<file path="src/rtl/rs_latch_sequencer_if.sv">
// Request/acknowledge and latch-side signal bundle for rs_latch_sequencer.
`timescale 1ns/1ps

interface rs_latch_sequencer_if #(
  parameter int CNT_W = 8
);
  logic             set_req;
  logic             clr_req;
  logic             set_ack;
  logic             clr_ack;
  logic             latch_clk;
  logic             latch_s;
  logic             latch_r;
  logic             latch_q;
  logic             busy;
  logic             q_err;
  logic [CNT_W-1:0] op_count;

  modport master (
    output set_req, clr_req, latch_q,
    input  set_ack, clr_ack, latch_clk, latch_s, latch_r, busy, q_err, op_count
  );

  modport slave (
    input  set_req, clr_req, latch_q,
    output set_ack, clr_ack, latch_clk, latch_s, latch_r, busy, q_err, op_count
  );
endinterface

</file>
<file path="src/rtl/rs_latch_sequencer.sv">
// Shares one gated RS latch between a set and a clear requester with a timed setup/pulse/hold sequence.
// Optional Q read-back check is enabled by defining RSSEQ_VERIFY_EN.
`timescale 1ns/1ps

module rs_latch_sequencer #(
  parameter int SETUP_CYC = 2,
  parameter int PULSE_CYC = 4,
  parameter int HOLD_CYC  = 2,
  parameter int CNT_W     = 8
) (
  input  logic                 CLOCK_50,
  input  logic                 RST_N,
  rs_latch_sequencer_if.slave  bus
);

  localparam int MAX_SP  = (SETUP_CYC > PULSE_CYC) ? SETUP_CYC : PULSE_CYC;
  localparam int MAX_CYC = (MAX_SP > HOLD_CYC) ? MAX_SP : HOLD_CYC;
  localparam int TW      = $clog2(MAX_CYC + 1);

  typedef enum logic [2:0] {
    ST_IDLE  = 3'd0,
    ST_SETUP = 3'd1,
    ST_PULSE = 3'd2,
    ST_HOLD  = 3'd3,
    ST_DONE  = 3'd4
  } state_t;

  state_t           state_r, state_s;
  logic [TW-1:0]    tmr_r, tmr_s;
  logic             last_set_r, last_set_s;
  logic             op_set_r, op_set_s;
  logic             s_r, s_s;
  logic             r_r, r_s;
  logic             clk_r, clk_s;
  logic             set_ack_r, set_ack_s;
  logic             clr_ack_r, clr_ack_s;
  logic             busy_r, busy_s;
  logic             q_err_r, q_err_s;
  logic [CNT_W-1:0] cnt_r, cnt_s;
  logic             grant_set_s;

`ifndef RSSEQ_VERIFY_EN
  logic unused_latch_q_s;
  assign unused_latch_q_s = bus.latch_q;
`endif

  // Next-state and next-output decode; R and S are only ever loaded while latch_clk is low.
  always_comb begin
    state_s     = state_r;
    tmr_s       = tmr_r;
    last_set_s  = last_set_r;
    op_set_s    = op_set_r;
    s_s         = s_r;
    r_s         = r_r;
    clk_s       = clk_r;
    set_ack_s   = 1'b0;
    clr_ack_s   = 1'b0;
    q_err_s     = q_err_r;
    cnt_s       = cnt_r;
    grant_set_s = bus.set_req && (!bus.clr_req || !last_set_r);

    case (state_r)
      ST_IDLE: begin
        if (bus.set_req || bus.clr_req) begin
          state_s    = ST_SETUP;
          tmr_s      = TW'(SETUP_CYC - 1);
          op_set_s   = grant_set_s;
          last_set_s = grant_set_s;
          s_s        = grant_set_s;
          r_s        = !grant_set_s;
          clk_s      = 1'b0;
        end else begin
          state_s = ST_IDLE;
        end
      end
      ST_SETUP: begin
        if (tmr_r == '0) begin
          state_s = ST_PULSE;
          tmr_s   = TW'(PULSE_CYC - 1);
          clk_s   = 1'b1;
        end else begin
          tmr_s = tmr_r - TW'(1);
        end
      end
      ST_PULSE: begin
        if (tmr_r == '0) begin
          state_s = ST_HOLD;
          tmr_s   = TW'(HOLD_CYC - 1);
          clk_s   = 1'b0;
        end else begin
          tmr_s = tmr_r - TW'(1);
        end
      end
      ST_HOLD: begin
        if (tmr_r == '0) begin
          state_s   = ST_DONE;
          s_s       = 1'b0;
          r_s       = 1'b0;
          set_ack_s = op_set_r;
          clr_ack_s = !op_set_r;
`ifdef RSSEQ_VERIFY_EN
          if (bus.latch_q != op_set_r) begin
            q_err_s = 1'b1;
          end else begin
            q_err_s = q_err_r;
          end
`endif
        end else begin
          tmr_s = tmr_r - TW'(1);
        end
      end
      ST_DONE: begin
        state_s = ST_IDLE;
        cnt_s   = cnt_r + CNT_W'(1);
      end
      default: begin
        state_s = ST_IDLE;
        s_s     = 1'b0;
        r_s     = 1'b0;
        clk_s   = 1'b0;
      end
    endcase

    busy_s = (state_s != ST_IDLE);
  end

  // State and registered outputs; reset aborts any sequence in progress.
  always_ff @(posedge CLOCK_50 or negedge RST_N) begin
    if (!RST_N) begin
      state_r    <= ST_IDLE;
      tmr_r      <= '0;
      last_set_r <= 1'b0;
      op_set_r   <= 1'b0;
      s_r        <= 1'b0;
      r_r        <= 1'b0;
      clk_r      <= 1'b0;
      set_ack_r  <= 1'b0;
      clr_ack_r  <= 1'b0;
      busy_r     <= 1'b0;
      q_err_r    <= 1'b0;
      cnt_r      <= '0;
    end else begin
      state_r    <= state_s;
      tmr_r      <= tmr_s;
      last_set_r <= last_set_s;
      op_set_r   <= op_set_s;
      s_r        <= s_s;
      r_r        <= r_s;
      clk_r      <= clk_s;
      set_ack_r  <= set_ack_s;
      clr_ack_r  <= clr_ack_s;
      busy_r     <= busy_s;
      q_err_r    <= q_err_s;
      cnt_r      <= cnt_s;
    end
  end

  assign bus.latch_s   = s_r;
  assign bus.latch_r   = r_r;
  assign bus.latch_clk = clk_r;
  assign bus.set_ack   = set_ack_r;
  assign bus.clr_ack   = clr_ack_r;
  assign bus.busy      = busy_r;
  assign bus.q_err     = q_err_r;
  assign bus.op_count  = cnt_r;

endmodule

</file>
<file path="src/flat_wrapper.sv">
// flat-port wrapper written by rule: the top's interface ports become plain ports
module rs_latch_sequencer_flat 
#(
  parameter int SETUP_CYC = 2,
  parameter int PULSE_CYC = 4,
  parameter int HOLD_CYC  = 2,
  parameter int CNT_W     = 8
)
  (CLOCK_50, RST_N, bus_set_req, bus_clr_req, bus_latch_q, bus_set_ack, bus_clr_ack, bus_latch_clk, bus_latch_s, bus_latch_r, bus_busy, bus_q_err, bus_op_count);
  rs_latch_sequencer_if #(.CNT_W(CNT_W)) bus_i ();
  input  logic CLOCK_50;
  input  logic RST_N;
  input wire logic [$bits(bus_i.set_req)-1:0] bus_set_req;
  input wire logic [$bits(bus_i.clr_req)-1:0] bus_clr_req;
  input wire logic [$bits(bus_i.latch_q)-1:0] bus_latch_q;
  output wire logic [$bits(bus_i.set_ack)-1:0] bus_set_ack;
  output wire logic [$bits(bus_i.clr_ack)-1:0] bus_clr_ack;
  output wire logic [$bits(bus_i.latch_clk)-1:0] bus_latch_clk;
  output wire logic [$bits(bus_i.latch_s)-1:0] bus_latch_s;
  output wire logic [$bits(bus_i.latch_r)-1:0] bus_latch_r;
  output wire logic [$bits(bus_i.busy)-1:0] bus_busy;
  output wire logic [$bits(bus_i.q_err)-1:0] bus_q_err;
  output wire logic [$bits(bus_i.op_count)-1:0] bus_op_count;
  assign bus_i.set_req = bus_set_req;
  assign bus_i.clr_req = bus_clr_req;
  assign bus_i.latch_q = bus_latch_q;
  assign bus_set_ack = bus_i.set_ack;
  assign bus_clr_ack = bus_i.clr_ack;
  assign bus_latch_clk = bus_i.latch_clk;
  assign bus_latch_s = bus_i.latch_s;
  assign bus_latch_r = bus_i.latch_r;
  assign bus_busy = bus_i.busy;
  assign bus_q_err = bus_i.q_err;
  assign bus_op_count = bus_i.op_count;
  rs_latch_sequencer #(.SETUP_CYC(SETUP_CYC), .PULSE_CYC(PULSE_CYC), .HOLD_CYC(HOLD_CYC), .CNT_W(CNT_W)) u_core (.CLOCK_50(CLOCK_50), .RST_N(RST_N), .bus(bus_i));
endmodule
</file>
<file path="config.mk">
export PLATFORM = sky130hd
export DESIGN_NAME = rs_latch_sequencer_flat
export DESIGN_NICKNAME = d
export VERILOG_FILES = /design/src/rtl/rs_latch_sequencer_if.sv /design/src/rtl/rs_latch_sequencer.sv /design/src/flat_wrapper.sv
export SDC_FILE = /design/constraint.sdc
export NUM_CORES = 1
export LEC_CHECK = 0
export ABC_AREA = 1
export CORE_ASPECT_RATIO = 1.25
export CORE_MARGIN = 2
export CORE_UTILIZATION = 60
export CTS_CLUSTER_DIAMETER = 30
export DETAILED_ROUTE_END_ITERATION = 10
export DONT_BUFFER_PORTS = 1
export PLACE_DENSITY = 0.87
export SYNTH_ARGS = -nofsm -noshare
export SYNTH_HDL_FRONTEND = slang
export SYNTH_SLANG_ARGS = --single-unit
</file>
<file path="constraint.sdc">
create_clock -name CLOCK_50 -period 1.8 [get_ports CLOCK_50]
set_clock_uncertainty 0.05 [all_clocks]
set_input_delay 0.45 -clock CLOCK_50 [delete_from_list [all_inputs] [get_ports CLOCK_50]]
set_output_delay 0.45 -clock CLOCK_50 [all_outputs]
set_load 0.03 [all_outputs]
</file>
==> results of run 1 <==
-- cells in the mapped netlist (3+ instances only) --
cell type  number
ha_1            3
xnor2_1         5
nor2_1         10
nand2_1        40
inv_1          15
nand3_1         7
inv_2           3
dfrtp_1        21
o21ai_0         4
-- registers in the layout, summed over array words and instances, names as in the netlist --
| register | cells |
|---|---|
| u_core.state_r | 3 |
| u_core.bus.set_ack | 1 |
| u_core.bus.latch_s | 1 |
| u_core.bus.latch_clk | 1 |
| u_core.tmr_r | 3 |
| u_core.bus.busy | 1 |
| u_core.bus.clr_ack | 1 |
| u_core.bus.latch_r | 1 |
| u_core.last_set_r | 1 |
| u_core.bus.op_count | 8 |
-- layer usage --
metal | vias to the layer above | wire (um)
met3 | 5 | 68
met2 | 19 | 1055
met1 | 384 | 809
met4 | 0 | 42
met5 | - | 0
li1 | 406 | -
-- cell type report --
cell class | count | area, sq um
clock buffers | 4 | 26.28
inverters | 18 | 67.56
well taps | 19 | 23.77
fillers | 154 | 605.6
flip-flops and latches | 21 | 525.5
multi-input cells | 89 | 485.5
repair buffers | 1 | 10.01
-- critical path: stages, from the launching register on --
cell and delay, ns:
dfrtp_1 0.38, inv_1 0.09, ha_1 0.21, nand2_2 0.16, inv_1 0.13, nand2_4 0.13, nand2_1 0.07, nor2_2 0.13
nand2_1 0.07, nand2_1 0.06
-- power by group through the flow --
| stage | sequential (W) | combinational, W | clock, W |
|---|---|---|---|
| 3_3_place_gp | 0.000859 | 0.000734 | 0 |
| 2_1_floorplan | 0.000835 | 0.000650 | 0 |
| 4_1_cts | 0.000858 | 0.000791 | 0.000228 |
| 6_report | 0.000859 | 0.000792 | 0.000225 |
| 5_1_grt | 0.000876 | 0.000901 | 0.000255 |
| 3_5_place_dp | 0.000869 | 0.000775 | 0 |
-- placed cells by master (no fill, tap or decap) --
master,instances
a21oi_1,1
a31oi_1,1
clkbuf_1,1
clkbuf_4,3
conb_1,1
dfrtp_1,21
dlygate4sd3_1,1
ha_1,3
inv_1,15
inv_2,3
mux2_2,1
nand2_1,40
nand2_2,2
nand2_4,2
nand3_1,7
nor2_1,10
nor2_2,2
nor2_4,2
o211ai_1,1
o211ai_2,1
o21ai_0,4
o21ai_1,1
o21ai_2,1
o21bai_1,1
or2_1,1
xnor2_1,5
xor2_1,2
-- through the flow --
stage          cells  utilization [%]  power [W]
2_1_floorplan    129                -   0.001485
6_report         152            65.28   0.001875
4_1_cts          152            65.28   0.001877
3_3_place_gp     147            63.20   0.001593
5_1_grt          152            65.28   0.002032
3_5_place_dp     147            63.20   0.001644
-- what timing repair did --
action                    CTS  global route
hold buffers                1             0
gates resized for setup     0             0
hold endpoints to repair   21             0
-- worst paths after layout --
check                             startpoint                 end  slack (ns)  cells after the start
max in group asynchronous              RST_N   u_core.last_set_r        0.46                      1
min in group asynchronous              RST_N     u_core.tmr_r[2]        0.67                      1
hold reg to reg            u_core.last_set_r  u_core.bus.clr_ack        0.41                      1
hold / removal                   bus_set_req  u_core.bus.latch_r        0.34                      3
setup reg to reg             u_core.tmr_r[0]     u_core.tmr_r[0]        0.28                      9
setup / recovery             u_core.tmr_r[0]     u_core.tmr_r[0]        0.28                      9
-- cell families after synthesis --
family | after synthesis
adder cells (fa/ha/maj) | 3
AO/OA/AOI/OAI | 11
flip-flops | 21
buffers and inverters | 19
multiplexers | 1
XOR/XNOR | 7
other | 1
AND/OR/NAND/NOR | 66
==> results.toml, run 1 <==
[drt]
wl_um = 1976
drt_iter0_markers = 33
wl_per_cell_um = 13.00
avgViaCountPerCell = 5.355
drc_errors = 0
dr_total_vias = 814
drt-pass1-iter-count = 6
ant_nets = 0

[clocking]
clockBufferDepth = 2
post-cts-setup-buffers = 0
clkTransAtPathRegs_ns = 0.11
clockRootBuffer = "clkbuf_4"
cts_buffers = 3
clock-sinks = 21
htreeDepth = 1
tritoncts = "yes"
clk_latency_ns = 0.30

[synth]
yosys_warnings = 0
synth_top_area_share_pct = 48.39
muxShareOfSynthArea_pct = 1.037
synth_largest_area_cell = "dfrtp_1"
synth.yosys.seq_area_share_pct = 48.39
async_flop_share_pct = 100.0
synth_area_sq_um = 1086
syn_avg_cell_area_sq_um = 8.419
synth-simple-area-share_pct = 27.53
synth_xor_area_share_pct = 5.645
synth_edf_count = 0
synth-seq-cells = 21
yosysUniqueCellTypes = 25
syn_nets = 137
synth_cells = 129
synth_top_family_by_area = "simple AND/OR/NAND/NOR gates"
synth_compound_area_share_pct = 6.682
synth_ff_type = "dfrtp_1"
synth_fa_ha_area_share_pct = 3.456
yosys-top-cells-area = "dfrtp_1 (48%), nand2_1 (14%), inv_1 (5.2%), xnor2_1 (4.0%), ha_1 (3.5%)"

[global_routing]
antenna_found_initial = 0
grt_pass1_wl_um = 3360
grt_use_met1_pct = 22.83
grt_max_degree = 22
busiest_layer = "met2"
met3_usage_pct = 4.861
grt_overflow = 0
grt_usage_pct = 21.02
grt_pass1_vias = 774
globalRouteMet2Util_pct = 38.54

[pwr]
power_frac_comb_pct = 42.2
sw_frac_of_total_pct = 47.96
power_frac_clock_pct = 12.0
p_int_w = 0.0009760
powerDensity_nw_per_um2 = 1647
power_frac_seq_pct = 45.8
p_sw_w = 0.0008994
peakVddDrop_mv = 0.8114
p_leak_nw = 0.6332

[sta]
timing.hold.ws_ns = 0.3442
setup_ws_ns = 0.2821
setup_violations = 0
rsz0062_at_grt = "false"
max_freq_ghz = 0.6588
final_hold_viol_count = 0
maxSlewViolCount = 0
fin_setup_tns_ns = 0
fin_crit_ns = 1.518
relSlewSlack_pct = 37.11
finalCritPeriodShare_pct = 84.33
tightestPinTransition_ns = 0.9403

[floorplan]
row_count = 17
ios = 20
die_w_um = 42.06
initial_core_util_pct = 62.27
die_h_um = 51.57
design.die.area_sq_um = 2169
design.core.area_sq_um = 1744

[finish]
antennaDiodeCount = 0
syn_to_final_growth_pct = 4.838
design_area_sq_um = 1139
drive_above_1_share_pct = 12.78
nNetsFinal = 142

[place]
dp_hpwl_um = 1475
portBuffers = 0
gp_congestion = 0.8933
dpl_cell_area_sq_um = 1102
pre_cts_ws_ns = 0.3313

[worst_setup_path]
worstSetupStartpointType = "register"
critPathCaptureType = "register"
worst_ep_required_time_ns = 2.01
crit_fanout = 9
crit_type = "register to register"
cp.arrival_ns = 1.72

[job]
drv_cap = 0

[run_status]
run_status = "finished, final reports clean"

[worst_hold_path]
hp-class = "primary input to register"
Power figures use the tool's default switching activity.
==> run 2: changes to the inputs <==
==> constraint.sdc (replaced) <==
create_clock -name CLOCK_50 -period 1.4 [get_ports CLOCK_50]
set_clock_uncertainty 0.05 [all_clocks]
set_input_delay 0.35 -clock CLOCK_50 [delete_from_list [all_inputs] [get_ports CLOCK_50]]
set_output_delay 0.35 -clock CLOCK_50 [all_outputs]
set_load 0.03 [all_outputs]
==> run 2 against run 1 <==
Cell count is 9.9% higher. First-iteration DRC count is 42% lower. Sequential share of layout area is 5.8 points lower. Clock-buffer cell count unchanged. Global-route usage grew 2.7 points. Die area unchanged. Worst hold slack worse by 0.16 ns. Critical path depth down 2. Sequential cell count stayed put. Via count is 12% higher. Critical endpoint is now u_core.state_r[0].
==> results.toml, run 2 (synthesized netlist as in run 1, its figures left out) <==
[place]
gp_congestion = 0.8615
dp_hpwl_um = 1637
portBuffers = 0
pre_cts_ws_ns = -0.02064

[floorplan]
initial_core_util_pct = 62.27
design.core.area_sq_um = 1744
die_h_um = 51.57
ios = 20
row_count = 17
design.die.area_sq_um = 2169
die_w_um = 42.06

[pwr]
p_leak_nw = 0.7158
power_frac_clock_pct = 9.7
p_sw_w = 0.001325
peakVddDrop_mv = 1.320
powerDensity_nw_per_um2 = 2176
p_int_w = 0.001525
power_frac_seq_pct = 36.6
power_frac_comb_pct = 53.6
sw_frac_of_total_pct = 46.49

[job]
drv_cap = 0

[sta]
finalCritPeriodShare_pct = 94.88
relSlewSlack_pct = 39.76
fin_crit_ns = 1.328
rsz0062_at_grt = "true"
final_hold_viol_count = 0
tightestPinTransition_ns = 0.9035
maxSlewViolCount = 0
timing.hold.ws_ns = 0.1891
setup_violations = 0
setup_ws_ns = 0.07170
max_freq_ghz = 0.7528

[finish]
nNetsFinal = 157
regArea_sq_um = 528.0
fillers = 133
antennaDiodeCount = 0
final_common_cell = "nand2_1"
drive_above_1_share_pct = 31.08
multi_input_area_sq_um = 535.5
largest_reg_flops = 8
final_util_pct = 75.11
syn_to_final_growth_pct = 20.62
most-common-layout-cells = "nand2_1 (39), dfrtp_1 (19), buf_4 (14)"

[worst_setup_path]
worstSetupStartpointType = "register"
rr_worst_depth = 7
r2r_setup_slack_ns = 0.07
rr_endpoint = "u_core.state_r[0]"
crit_type = "register to register"
worstReg2RegStart = "u_core.tmr_r[1]"
worst_ep_required_time_ns = 1.55
crit_fanout = 6
cp-startpoint = "u_core.tmr_r[1]"
crit_path_end = "u_core.state_r[0]"
cp.arrival_ns = 1.48
critPathCaptureType = "register"

[clocking]
htreeDepth = 1
clockBufferDepth = 2
tritoncts = "yes"
clkTransAtPathRegs_ns = 0.10
clockRootBuffer = "clkbuf_4"
clock-sinks = 21
cts_buffers = 3
clk_latency_ns = 0.30

[worst_hold_path]
hp-class = "primary input to async pin"

[global_routing]
grt_overflow = 0
grt_usage_pct = 23.73
grt_pass1_vias = 913
grt_max_degree = 22
antenna_found_initial = 0
grt_pass1_wl_um = 3829

[drt]
drt_iter0_markers = 19
avgViaCountPerCell = 5.473
drt-pass1-iter-count = 4
dr_total_vias = 914
wl_um = 2272
wl_per_cell_um = 13.60
drc_errors = 0
ant_nets = 0

[run_status]
run_status = "finished, final reports clean"
[run 2: worst min path at each step]
| stage | endpoint | slack [ns] | depth (start not counted) |
|---|---|---|---|
| floorplan | u_core.bus.busy | 0.004 | 0 |
| global placement | u_core.bus.op_count[2] | 0.005 | 0 |
| detailed placement | u_core.bus.op_count[4] | 0.005 | 0 |
| CTS | u_core.bus.latch_r | 0.26 | 3 |
| global route | u_core.bus.op_count[4] | 0.27 | 1 |
| finish | u_core.bus.op_count[4] | 0.19 | 1 |
[run 2: repair_timing]
action                                  CTS  global route
endpoints found under the setup margin    4            35
hold buffers                              1             0
endpoints found under the hold margin    21             0
gates cloned                              0             0
pin swaps                                 1             7
setup buffers                             3             1
resized for setup                         1            21
[run 2: per-layer routing]
metal | part of all wire (%) | track usage (%) | vias to the layer above
met3 | 4.9 | 4.861 | 10
met5 | 0 | 0 | -
met1 | 33 | 25.40 | 436
li1 | - | - | 436
met2 | 58 | 43.75 | 32
met4 | 3.0 | 12.50 | 0
[run 2: layout make-up]
type | count | share of cell area [%]
multi-input cells | 89 | 40.88
flip-flops and latches | 21 | 40.31
repair buffers | 16 | 9.838
inverters | 18 | 5.158
clock buffers | 4 | 2.006
well taps | 19 | 1.815
[run 2: per-stage QoR]
stage | setup TNS, ns | instances | total power (W) | area [sq um]
floorplan | 0 | 129 | 0.001909 | 1086
global placement | 0 | 158 | 0.002195 | 1185
detailed placement | -0.03957 | 158 | 0.002278 | 1185
CTS | 0 | 166 | 0.002629 | 1246
global route | 0 | 167 | 0.003105 | 1310
finish | 0 | 167 | 0.002851 | 1310
[run 2: power by group through the flow]
stage	Combinational (W)	Sequential, W	Clock (W)
CTS	0.00133	0.00102	0.000280
detailed placement	0.00125	0.00103	0
finish	0.00153	0.00104	0.000278
global route	0.00173	0.00107	0.000308
global placement	0.00118	0.00102	0
floorplan	0.000836	0.00107	0
[run 2: critical path, cell delays in order, from the launching register on]
cell     delay, ns
dfrtp_1       0.38
inv_2         0.07
ha_4          0.16
nand2_4       0.09
buf_4         0.12
buf_4         0.09
nand2_1       0.04
a31oi_1       0.22
==> run 3: changes to the inputs <==
--- a/config.mk
+++ b/config.mk
@@ -6,13 +6,14 @@
 export NUM_CORES = 1
 export LEC_CHECK = 0
 export ABC_AREA = 1
-export CORE_ASPECT_RATIO = 1.25
 export CORE_MARGIN = 2
 export CORE_UTILIZATION = 60
 export CTS_CLUSTER_DIAMETER = 30
 export DETAILED_ROUTE_END_ITERATION = 10
 export DONT_BUFFER_PORTS = 1
+export GPL_TIMING_DRIVEN = 0
 export PLACE_DENSITY = 0.87
+export SETUP_SLACK_MARGIN = 0.2
 export SYNTH_ARGS = -nofsm -noshare
 export SYNTH_HDL_FRONTEND = slang
 export SYNTH_SLANG_ARGS = --single-unit
==> run 3 against run 2 <==
The flow now finishes with violations (negative hold slack). Die area barely moved. Final area grew 8.1%. Maximum frequency is 3.6% lower. Sequential cell count unchanged. Combinational power up 8%. Setup slack worse by 0.050 ns. Sequential share of layout area is 1.7 points lower. Via count grew 0.44%. First-iteration DRC count rose by 42%. Cell count is 1.8% higher. Routed wire length increased by 9.7%.
==> results.toml, run 3 (synthesized netlist as in run 1, its figures left out) <==
[run_status]
run_status = "finished with violations"
violations = "negative hold slack"

[finish]
nNetsFinal = 154
regArea_sq_um = 546.8
largest_reg_flops = 8
final_common_cell = "nand2_1"
most-common-layout-cells = "nand2_1 (30), dfrtp_2 (17), inv_1 (11)"
multi_input_area_sq_um = 618.1
drive_above_1_share_pct = 50.34
syn_to_final_growth_pct = 30.41
antennaDiodeCount = 0
fillers = 91

[floorplan]
die_h_um = 46.55
ios = 20
design.core.area_sq_um = 1708
initial_core_util_pct = 63.59
design.die.area_sq_um = 2166
row_count = 15
die_w_um = 46.55

[global_routing]
grt_pass1_vias = 828
grt_max_degree = 22
grt_pass1_wl_um = 3422
antenna_found_initial = 0
grt_overflow = 0
grt_usage_pct = 22.67

[clocking]
tritoncts = "yes"
clk_latency_ns = 0.31
clockBufferDepth = 2
clockRootBuffer = "clkbuf_4"
cts_buffers = 3
clkTransAtPathRegs_ns = 0.12
clock-sinks = 21
htreeDepth = 1

[sta]
max_freq_ghz = 0.7258
setup_violations = 0
timing.hold.ws_ns = -0.3357
fin_crit_ns = 1.378
rsz0062_at_grt = "true"
maxSlewViolCount = 0
finalCritPeriodShare_pct = 98.42
final_hold_viol_count = 21
fin_setup_tns_ns = 0

[worst_setup_path]
cpPeakStageDelay_ns = 0.49
worstSetupStartpointType = "register"
crit_fanout = 5
crit_type = "register to register"
cp_common_cell = "nand2_1"
worst_ep_required_time_ns = 1.56
path_buf_inv = 0
worst_path_dominant_cell_family = "simple AND/OR/NAND/NOR gates"
rr_worst_depth = 6
r2r_setup_slack_ns = 0.02
rr_endpoint = "u_core.tmr_r[2]"
worstReg2RegStart = "u_core.state_r[0]"
crit_chain = "nor2_4, nand2_2, nor2_1, nor2_2, nand2_1, nand2_1"
cp.arrival_ns = 1.54
critPathSlowestCell = "dfrtp_2"
critPathCaptureType = "register"

[job]
drv_cap = 0

[drt]
avgViaCountPerCell = 5.400
drt_iter0_markers = 27
wl_um = 2492
drc_errors = 0
drt-pass1-iter-count = 6
wl_per_cell_um = 14.66
dr_total_vias = 918
ant_nets = 0

[place]
gp_congestion = 0.8204
dp_hpwl_um = 1412
portBuffers = 0

[pwr]
powerDensity_nw_per_um2 = 2203
sw_frac_of_total_pct = 47.90
p_leak_nw = 0.7062
power_frac_clock_pct = 9.7
p_sw_w = 0.001494
power_frac_comb_pct = 53.0
p_int_w = 0.001625
power_frac_seq_pct = 37.3
peakVddDrop_mv = 1.605

[worst_hold_path]
hp-class = "primary input to async pin"
## run 3: cell types whose count changed in the layout (fill, tap and decap cells not counted), sizes merged
cell          previous run  this run
dlymetal6s4s             1         0
buf                     15        13
## run 3: area by class of cell
| type | count | area share (%) |
|---|---|---|
| clock buffers | 4 | 1.855 |
| plain buffers | 1 | 0.5300 |
| well taps | 25 | 2.208 |
| flip-flops and latches | 21 | 38.60 |
| repair buffers | 12 | 7.685 |
| multi-input cells | 89 | 43.64 |
| inverters | 18 | 5.477 |
## run 3: timing repair
action	4_1_cts	5_1_grt
gates resized for setup	24	28
setup buffers	6	6
pin swaps	4	13
hold endpoints to repair	21	21
endpoints found under the setup margin	27	30
## run 3: metrics by stage
step	utilization, %	instances	cell area [sq um]	setup WS, ns	total power, W
6_report	82.93	170	1416	0.02212	0.003120
5_1_grt	82.93	170	1416	-0.05198	0.003353
4_1_cts	75.16	164	1284	0.1276	0.002756
3_5_place_dp	67.11	154	1146	0.08265	0.002207
3_3_place_gp	67.11	154	1146	0.1035	0.002148
2_1_floorplan	-	129	1115	0.1942	0.002000
## run 3: layer usage
layer	GRT usage, %	up-vias	part of all wire [%]
li1	-	431	-
met1	25.61	448	40
met2	40.56	31	54
met3	5.098	8	4.2
met4	9.143	0	2.5
met5	0	-	0
## run 3: worst max path at each step
stage / cells past startpoint / end / startpoint / slack, ns
finish: 6 / u_core.tmr_r[2] / u_core.state_r[0] / 0.02
global route: 9 / u_core.tmr_r[2] / u_core.tmr_r[0] / -0.05
CTS: 7 / u_core.bus.latch_r / u_core.tmr_r[0] / 0.13
detailed placement: 5 / u_core.bus.op_count[4] / u_core.state_r[1] / 0.08
global placement: 5 / u_core.bus.op_count[7] / u_core.state_r[0] / 0.10
floorplan: 5 / u_core.bus.op_count[7] / u_core.state_r[1] / 0.19
## run 3: power groups by stage
stage	Sequential, W	Clock [W]	Combinational (W)
6_report	0.00116	0.000304	0.00165
3_5_place_dp	0.00113	0	0.00108
4_1_cts	0.00114	0.000290	0.00133
3_3_place_gp	0.00112	0	0.00103
2_1_floorplan	0.00109	0	0.000914
5_1_grt	0.00119	0.000334	0.00183
